`config.mk`:
```
export PLATFORM = sky130hd
export DESIGN_NAME = stacked_controller
export DESIGN_NICKNAME = d
export VERILOG_FILES = /design/src/rtl/stacked_controller.sv
export SDC_FILE = /design/constraint.sdc
export NUM_CORES = 1
export LEC_CHECK = 0
export ABC_AREA = 1
export CAP_MARGIN = 30
export CELL_PAD_IN_SITES_DETAIL_PLACEMENT = 0
export CELL_PAD_IN_SITES_GLOBAL_PLACEMENT = 1
export CORE_ASPECT_RATIO = 1.4
export CORE_MARGIN = 2
export CORE_UTILIZATION = 31
export DETAILED_ROUTE_END_ITERATION = 8
export PLACE_DENSITY_LB_ADDON = 0.1
export SYNTH_ARGS = -nofsm -noshare
export SYNTH_HDL_FRONTEND = slang
export SYNTH_SLANG_ARGS = --single-unit
```
`constraint.sdc`:
```
create_clock -name clk -period 1.8 [get_ports clk]
set_input_delay 0.36 -clock clk [delete_from_list [all_inputs] [get_ports clk]]
set_output_delay 0.36 -clock clk [all_outputs]
set_load 0.005 [all_outputs]
```
`src/rtl/stacked_controller.sv`:
```
// Backtracking controller for the 8-queens stacked datapath: walks the column
// stack row by row, checks each new queen against the placed rows, counts solutions.
module stacked_controller #(
  parameter logic        FIND_ALL = 1'b0,
  parameter int unsigned CNT_W    = 7
) (
  input  logic             clk,
  input  logic             reset,
  input  logic             start,
  input  logic             cout,
  input  logic             down_counter_zero,
  input  logic             last_column,
  input  logic             safe,
  input  logic             stack_ready,
  input  logic             underflow,
  output logic             enable_output,
  output logic             register_load,
  output logic             count,
  output logic             load_counter,
  output logic             push,
  output logic             pop,
  output logic             increament_row,
  output logic             increament_column,
  output logic             ready,
  output logic             done,
  output logic [CNT_W-1:0] solution_count
);

  localparam logic [3:0] S_IDLE      = 4'd0;
  localparam logic [3:0] S_INIT      = 4'd1;
  localparam logic [3:0] S_WAIT      = 4'd2;
  localparam logic [3:0] S_LOAD      = 4'd3;
  localparam logic [3:0] S_CHECK     = 4'd4;
  localparam logic [3:0] S_PLACE     = 4'd5;
  localparam logic [3:0] S_ADVANCE   = 4'd6;
  localparam logic [3:0] S_BACKTRACK = 4'd7;
  localparam logic [3:0] S_WAIT_BT   = 4'd8;
  localparam logic [3:0] S_FOUND     = 4'd9;
  localparam logic [3:0] S_DONE      = 4'd10;

  logic [3:0]       state, state_nxt;
  logic [2:0]       depth, depth_nxt;
  logic [CNT_W-1:0] count_nxt;

  always_ff @(posedge clk or negedge reset) begin
    if (!reset) begin
      state          <= S_IDLE;
      depth          <= '0;
      solution_count <= '0;
    end else begin
      state          <= state_nxt;
      depth          <= depth_nxt;
      solution_count <= count_nxt;
    end
  end

  always_comb begin
    state_nxt         = state;
    depth_nxt         = depth;
    count_nxt         = solution_count;
    enable_output     = 1'b0;
    register_load     = 1'b0;
    count             = 1'b0;
    load_counter      = 1'b0;
    push              = 1'b0;
    pop               = 1'b0;
    increament_row    = 1'b0;
    increament_column = 1'b0;
    ready             = (state == S_IDLE) || (state == S_DONE);
    done              = (state == S_DONE);

    case (state)
      S_IDLE, S_DONE: begin
        if (start) begin
          count_nxt = '0;
          state_nxt = S_INIT;
        end
      end

      // A plain push with no increment seeds the stack with (0,0).
      S_INIT: begin
        push      = 1'b1;
        depth_nxt = '0;
        state_nxt = S_WAIT;
      end

      S_WAIT: begin
        if (stack_ready) state_nxt = S_LOAD;
      end

      S_LOAD: begin
        if (underflow) begin
          state_nxt = S_DONE;
        end else if (depth == 3'd0) begin
          state_nxt = S_PLACE;
        end else begin
          load_counter = 1'b1;
          state_nxt    = S_CHECK;
        end
      end

      // Walk the counter down through every placed row until a conflict or row 0.
      S_CHECK: begin
        if (underflow) begin
          state_nxt = S_DONE;
        end else if (!safe) begin
          state_nxt = S_ADVANCE;
        end else if (down_counter_zero) begin
          state_nxt = S_PLACE;
        end else begin
          count = 1'b1;
        end
      end

      S_PLACE: begin
        register_load = 1'b1;
        if (depth == 3'd7) begin
          state_nxt = S_FOUND;
        end else begin
          push           = 1'b1;
          increament_row = 1'b1;
          depth_nxt      = depth + 3'd1;
          state_nxt      = S_WAIT;
        end
      end

      // A column carry is never expected here; it is handled like the last column.
      S_ADVANCE: begin
        if (underflow) begin
          state_nxt = S_DONE;
        end else if (last_column || cout) begin
          state_nxt = S_BACKTRACK;
        end else begin
          push              = 1'b1;
          pop               = 1'b1;
          increament_column = 1'b1;
          state_nxt         = S_WAIT;
        end
      end

      S_BACKTRACK: begin
        if (depth == 3'd0) begin
          state_nxt = S_DONE;
        end else begin
          pop       = 1'b1;
          depth_nxt = depth - 3'd1;
          state_nxt = S_WAIT_BT;
        end
      end

      S_WAIT_BT: begin
        if (stack_ready) state_nxt = S_ADVANCE;
      end

      S_FOUND: begin
        enable_output = 1'b1;
        if (solution_count != '1) count_nxt = solution_count + CNT_W'(1);
        state_nxt = FIND_ALL ? S_ADVANCE : S_DONE;
      end

      default: state_nxt = S_IDLE;
    endcase
  end

endmodule

```
==> impl_metrics.py, run 1 <==
metrics = {
    "clock_tree": {
        "ctsHtreeMaxLevel": 1,
        "clkSinkCount": 14,
        "cts.reportedPaths.clkPinSlew_ps": 60,
        "cts_root_buf": "clkbuf_8",
        "ctsLongestPathBuffers": 2,
        "tritoncts": "built",
        "cts_buffers": 3,
        "clock_latency_ps": 250,
        "hold_buffers": 0,
    },
    "routing": {
        "drt_iter0_markers": 22,
        "wl_mm": 3.42,
        "postRouteAntennaNets": 0,
        "vias": 1301,
        "wl_per_cell_um": 12.0,
        "drtPass1Iterations": 4,
        "vias_per_cell": 4.55,
        "drc": 0,
    },
    "timing": {
        "period_needed_ps": 1800,
        "finalSetupViolations": 1,
        "finalHoldViolations": 0,
        "slew-limit-headroom": 0.794,
        "fin_crit_sh": 1.00,
        "clock_skew_ps": 1.45,
        "rsz0062_at_grt": "true",
        "maxSlewViolCount": 0,
        "fmax_mhz": 555,
        "setup_ws_ps": -0.287,
        "worstMarginPinSlew_ps": 307,
    },
    "synth": {
        "synthMuxAreaShare": 0,
        "synth_top_family_by_area": "simple AND/OR/NAND/NOR gates",
        "synth_nets": 177,
        "synth_top_area_frac": 0.306,
        "synth_xor_area_frac": 0.0153,
        "synth_area_mm2": 0.00114,
        "synth_area_leaders": "dfrtp_1 31%, nand2_1 15%, nand3_1 7.9%, inv_1 6.2%, nor2_1 5.9%",
        "synthAdderAreaFrac": 0.0284,
        "avgSynthCellArea_um2": 6.90,
        "synth-compound-area-share": 0.0710,
        "yosys.area_share.simple": 0.497,
        "postSynthCellCount": 166,
        "ys_ff_latch": 14,
        "yosys_warnings": 0,
        "ys_seq_area_frac": 0.306,
        "ys_types": 26,
        "synth_top_area_cell": "dfrtp_1",
    },
    "floorplanning": {
        "fp-row-count": 26,
        "pin_count": 26,
        "dieArea_mm2": 0.00420,
        "die_h_um": 75.9,
        "start_util": 0.317,
        "core_area_mm2": 0.00361,
        "die_x_um": 55.4,
    },
    "critical_path": {
        "crit_top_cell": "buf_4",
        "crit_chain": "buf_4, buf_4, inv_4, nand2_4, buf_6, o21ai_4, buf_2",
        "critical_path_arrival_ps": 1440,
        "startpoint_type": "register",
        "crit_family": "buffers and inverters",
        "critPathKind": "reg -> out",
        "crit_required_ps": 1440,
        "rrSetupSlack_ps": 70,
        "cp_slowest_stage_delay_ps": 420,
        "rr_endpoint": "depth[2]$_DFFE_PN0P_",
        "cpMaxStageDelayCell": "dfrtp_2",
        "critical_path_buf_inv_count": 5,
        "ff2ff_path_depth": 8,
        "endpoint_kind": "output pin",
        "regToRegStartpoint": "state[3]$_DFFE_PN0P_",
        "cp_max_fo": 3,
    },
    "pwr": {
        "peakVddDrop_mv": 0.689,
        "p_leak_nw": 1.07,
        "finalPower_w": 0.00267,
        "pwr_density_cell_mw_per_mm2": 1360,
    },
    "final_layout": {
        "antennaDiodeCount": 0,
        "area_growth_pct": 71.4,
        "nets": 257,
        "layout-drive-gt1-share": 0.455,
        "final_core_util": 0.543,
        "design_area_mm2": 0.00196,
    },
    "placement": {
        "gp_congestion": 0.786,
        "hpwl_mm": 2.56,
        "place_area_mm2": 0.00167,
        "io_buffers": 25,
    },
    "worst_hold_path": {
        "min-delay-path-class": "in -> async",
    },
    "global_route": {
        "grt_pass1_wl_mm": 5.85,
        "grt-ovfl-total": 0,
        "grt_max_degree": 15,
        "grt_pass1_vias": 1360,
        "antenna_found_initial": 0,
        "track_usage": 0.176,
    },
    "run_status": {
        "outcome": "finished, violations left",
        "violations": "setup timing",
    },
    "job": {
        "maxCapViolCount": 0,
    },
}
[stage by stage]
stage                     cells  worst slack, ps  setup TNS (ps)  hold WS [ps]
final                       286           -0.287          -0.287           428
after global routing        286            -56.9            -131           453
after CTS                   283             -119            -158           436
after detailed placement    263             -406           -1630           491
after global placement      263             -391           -1570           482
after floorplan             166              129               0          64.4
[Yosys cell counts (all sizes together)]
| cell type | n |
|---|---|
| nor3 | 2 |
| dfrtp | 14 |
| ha | 1 |
| nor2 | 25 |
| o21ai | 9 |
| a211oi | 1 |
| nand4 | 1 |
| a21oi | 2 |
| o21a | 1 |
| nand2 | 58 |
| xnor2 | 1 |
| nand3 | 20 |
| nor3b | 1 |
| or2 | 2 |
| inv | 25 |
| xor2 | 1 |
| nand3b | 1 |
| fa | 1 |
[flip-flops by register name (all words and copies together), names as in the netlist]
register and flops:
depth 3, state 4, solution_count 7
[cells in the final DEF, fill, tap and decap left out, drive strengths merged]
cell type / n
nand2: 58
buf: 54
inv: 25
nor2: 25
nand3: 20
dfrtp: 14
clkdlybuf4s50: 12
o21ai: 9
clkbuf: 6
dlygate4sd2: 3
nor3: 2
a21oi: 2
clkdlybuf4s15: 2
or2: 2
nand4: 1
nand3b: 1
xor2: 1
xnor2: 1
o21a: 1
nor3b: 1
a211oi: 1
fa: 1
ha: 1
dlymetal6s2s: 1
[worst max path at each step]
stage	to	slack (ps)	startpoint	cells after the start
floorplan	depth[2]$_DFFE_PN0P_	130	state[3]$_DFFE_PN0P_	9
global placement	pop	-390	cout	6
detailed placement	pop	-410	cout	6
CTS	state[1]$_DFFE_PN0P_	-120	state[2]$_DFFE_PN0P_	15
global route	ready	-60	state[2]$_DFFE_PN0P_	7
finish	ready	-0.3	state[2]$_DFFE_PN0P_	7
[what timing repair did]
action | in CTS | in global routing
endpoints found under the setup margin | 10 | 10
pin swaps | 5 | 10
gates resized for setup | 42 | 29
endpoints found under the hold margin | 0 | 0
buffers inserted | 17 | 5
[cell type report]
| cell class | instances | area, um2 |
|---|---|---|
| sequential | 14 | 354 |
| clock buffer | 3 | 41.3 |
| inverter | 25 | 98.8 |
| multi-input combinational | 127 | 783 |
| tap | 42 | 52.6 |
| fill | 338 | 1650 |
| timing repair buffer | 75 | 632 |
[worst register-to-register path: stages (launching register included)]
cell,delay (ps)
dfrtp_2,430
inv_2,100
nand2_8,80
nor2_2,150
inv_2,80
fa_2,350
xnor2_2,150
o21a_1,190
o21ai_1,130
[where the power goes]
group / leakage [nW] / switching, W / internal, W
Sequential: 0.186 / 0.0000900 / 0.000400
Combinational: 0.862 / 0.000983 / 0.000936
Clock: 0.0216 / 0.000115 / 0.000148
[kinds of logic (layout without fill, tap and decap cells)]
family | Yosys count | in the layout
AND/OR/NAND/NOR | 110 | 110
buffers and inverters | 25 | 103
flip-flops | 14 | 14
AO/OA/AOI/OAI | 13 | 13
adder cells (fa/ha/maj) | 2 | 2
XOR/XNOR | 2 | 2
[metal layers]
metal / GRT usage / wire [um] / vias up
met1: 0.169 / 1300 / 592
met5: 0 / 0 / -
met2: 0.349 / 1910 / 27
met3: 0.0324 / 131 / 7
met4: 0.0756 / 79 / 0
li1: - / - / 675
Power figures use the tool's default switching activity.
==> run 2, diff against run 1 <==
- CORE_UTILIZATION: 31 -> 33
- DONT_BUFFER_PORTS: default -> 1
==> run 2 against run 1 <==
Compared with the run above: the flow now finishes without violations; combinational power down 39%; setup slack better by 100 ps; wire length down 18%; count of clock-buffer cells in the layout up 1; global-route usage down 1.0 points; die area down 5.7%; critical endpoint is now pop; largest power group unchanged.
==> impl_metrics.py, run 2 (same netlist as run 1, synthesis figures left out) <==
metrics = {
    "floorplanning": {
        "die_h_um": 73.7,
        "pin_count": 26,
        "dieArea_mm2": 0.00396,
        "die_x_um": 53.8,
        "start_util": 0.342,
        "fp-row-count": 25,
        "core_area_mm2": 0.00335,
    },
    "final_layout": {
        "final-seq-area_um2": 352,
        "multi_input_area_um2": 716,
        "area_growth_pct": 15.6,
        "final_common_cell": "nand2_1",
        "layout.cells.most_common_list": "46 x nand2_1, 18 x inv_1, 18 x nand3_1, 16 x nor2_1, 13 x dfrtp_1",
        "layout-drive-gt1-share": 0.254,
        "antennaDiodeCount": 0,
        "largestRegisters": "solution_count x7, state x4, depth x3",
        "largest_reg_flops": 7,
        "nets": 189,
        "final_cells": 217,
        "final.fill_count": 348,
        "largest-register": "solution_count",
    },
    "critical_path": {
        "cpMaxStageDelayCell": "dfrtp_1",
        "startpoint_type": "register",
        "crit_required_ps": 1440,
        "critPathKind": "reg -> out",
        "crit_chain": "buf_4, inv_4, nand2_2, nor2_2, nand2_1, o21ai_0",
        "endpoint_kind": "output pin",
        "cp_max_fo": 6,
        "critical_path_buf_inv_count": 2,
        "cp_slowest_stage_delay_ps": 380,
        "crit_family": "flip-flops",
        "critical_path_arrival_ps": 1340,
    },
    "global_route": {
        "grt_pass1_wl_mm": 4.77,
        "grt_max_degree": 15,
        "grt_pass1_vias": 1106,
        "track_usage": 0.166,
        "grt-ovfl-total": 0,
        "antenna_found_initial": 0,
    },
    "job": {
        "maxCapViolCount": 0,
    },
    "clock_tree": {
        "cts_buffers": 3,
        "clkSinkCount": 14,
        "cts.reportedPaths.clkPinSlew_ps": 60,
        "cts_root_buf": "clkbuf_8",
        "ctsHtreeMaxLevel": 1,
        "clock_latency_ps": 240,
        "ctsLongestPathBuffers": 2,
        "tritoncts": "built",
    },
    "routing": {
        "postRouteAntennaNets": 0,
        "wl_mm": 2.81,
        "drtPass1Iterations": 4,
        "drt_iter0_markers": 10,
        "vias": 1038,
        "drc": 0,
        "vias_per_cell": 4.78,
        "wl_per_cell_um": 12.9,
    },
    "timing": {
        "fmax_mhz": 589,
        "clock_skew_ps": 2.34,
        "finalHoldViolations": 0,
        "worstMarginPinSlew_ps": 725,
        "finalSetupViolations": 0,
        "slew-limit-headroom": 0.515,
        "period_needed_ps": 1700,
        "fin_crit_sh": 0.943,
        "maxSlewViolCount": 0,
    },
    "run_status": {
        "outcome": "finished, final reports clean",
    },
    "placement": {
        "io_buffers": 0,
        "gp_congestion": 0.811,
        "hpwl_mm": 2.33,
        "dpl.cell_count": 211,
    },
    "pwr": {
        "peakVddDrop_mv": 0.640,
        "pwr_density_cell_mw_per_mm2": 1480,
        "p_leak_nw": 0.711,
        "finalPower_w": 0.00196,
    },
    "worst_hold_path": {
        "min-delay-path-class": "in -> reg",
    },
}
run 2: cell count changes in the layout (fill, tap and decap cells not counted), sizes merged:
cell           change
dlymetal6s2s       -1
clkdlybuf4s50     -12
clkbuf             -2
buf               -48
dlygate4sd3        +1
clkdlybuf4s15      -2
dlygate4sd2        -3
run 2: worst reg2reg max path: cells and delay by family, from the launching register on:
kind                     cells  cell delay, ps
flip-flops                   1             440
adder cells (fa/ha/maj)      1             380
AND/OR/NAND/NOR              3             290
AO/OA/AOI/OAI                2             220
XOR/XNOR                     1             200
buffers and inverters        1              80
run 2: metal layers:
layer  track usage  wire length (um)  up-vias
met1         0.179              1120      464
met2         0.301              1510       24
met4        0.0741                72        0
li1              -                 -      544
met5             0                 0        -
met3        0.0305               105        6
run 2: report_power, final:
group          total (W)  internal, W  switching, W
sequential      0.000480     0.000396     0.0000842
clock           0.000312     0.000194      0.000118
combinational    0.00117     0.000394      0.000776
run 2: cell type report:
cell class              instances  share of cell area
inverters                      25              0.0728
flip-flops and latches         14               0.266
well taps                      40              0.0378
clock buffers                   4              0.0416
repair buffers                  7              0.0416
multi-input cells             127               0.541
run 2: through the flow:
| stage | cell area (um2) | setup WS, ps | setup TNS, ps | util | hold slack [ps] |
|---|---|---|---|---|---|
| 5_1_grt | 1320 | -2.71 | -2.71 | 0.396 | 398 |
| 2_1_floorplan | 1140 | 129 | 0 | - | 64.4 |
| 3_3_place_gp | 1230 | 193 | 0 | 0.368 | 64.8 |
| 3_5_place_dp | 1230 | 136 | 0 | 0.368 | 64.8 |
| 6_report | 1320 | 102 | 0 | 0.396 | 382 |
| 4_1_cts | 1320 | 14.7 | 0 | 0.393 | 379 |
run 2: worst paths after layout:
kind / from / to / slack, ps / cells after the start
worst min register to register: depth[0]$_DFFE_PN0P_ / depth[0]$_DFFE_PN0P_ / 520 / 1
worst max-delay path: state[0]$_DFFE_PN0P_ / pop / 100 / 6
worst max register to register: state[2]$_DFFE_PN0P_ / depth[2]$_DFFE_PN0P_ / 130 / 8
max in group asynchronous: reset / state[2]$_DFFE_PN0P_ / 680 / 1
worst min-delay path: underflow / state[3]$_DFFE_PN0P_ / 380 / 4
min in group asynchronous: reset / solution_count[3]$_DFFE_PN0P_ / 610 / 1
run 2: timing repair:
item,4_1_cts,5_1_grt
buffers inserted,1,0
endpoints found under the setup margin,3,5
endpoints found under the hold margin,14,0
pin swaps,1,0
gates resized for setup,2,5
hold buffers,1,0
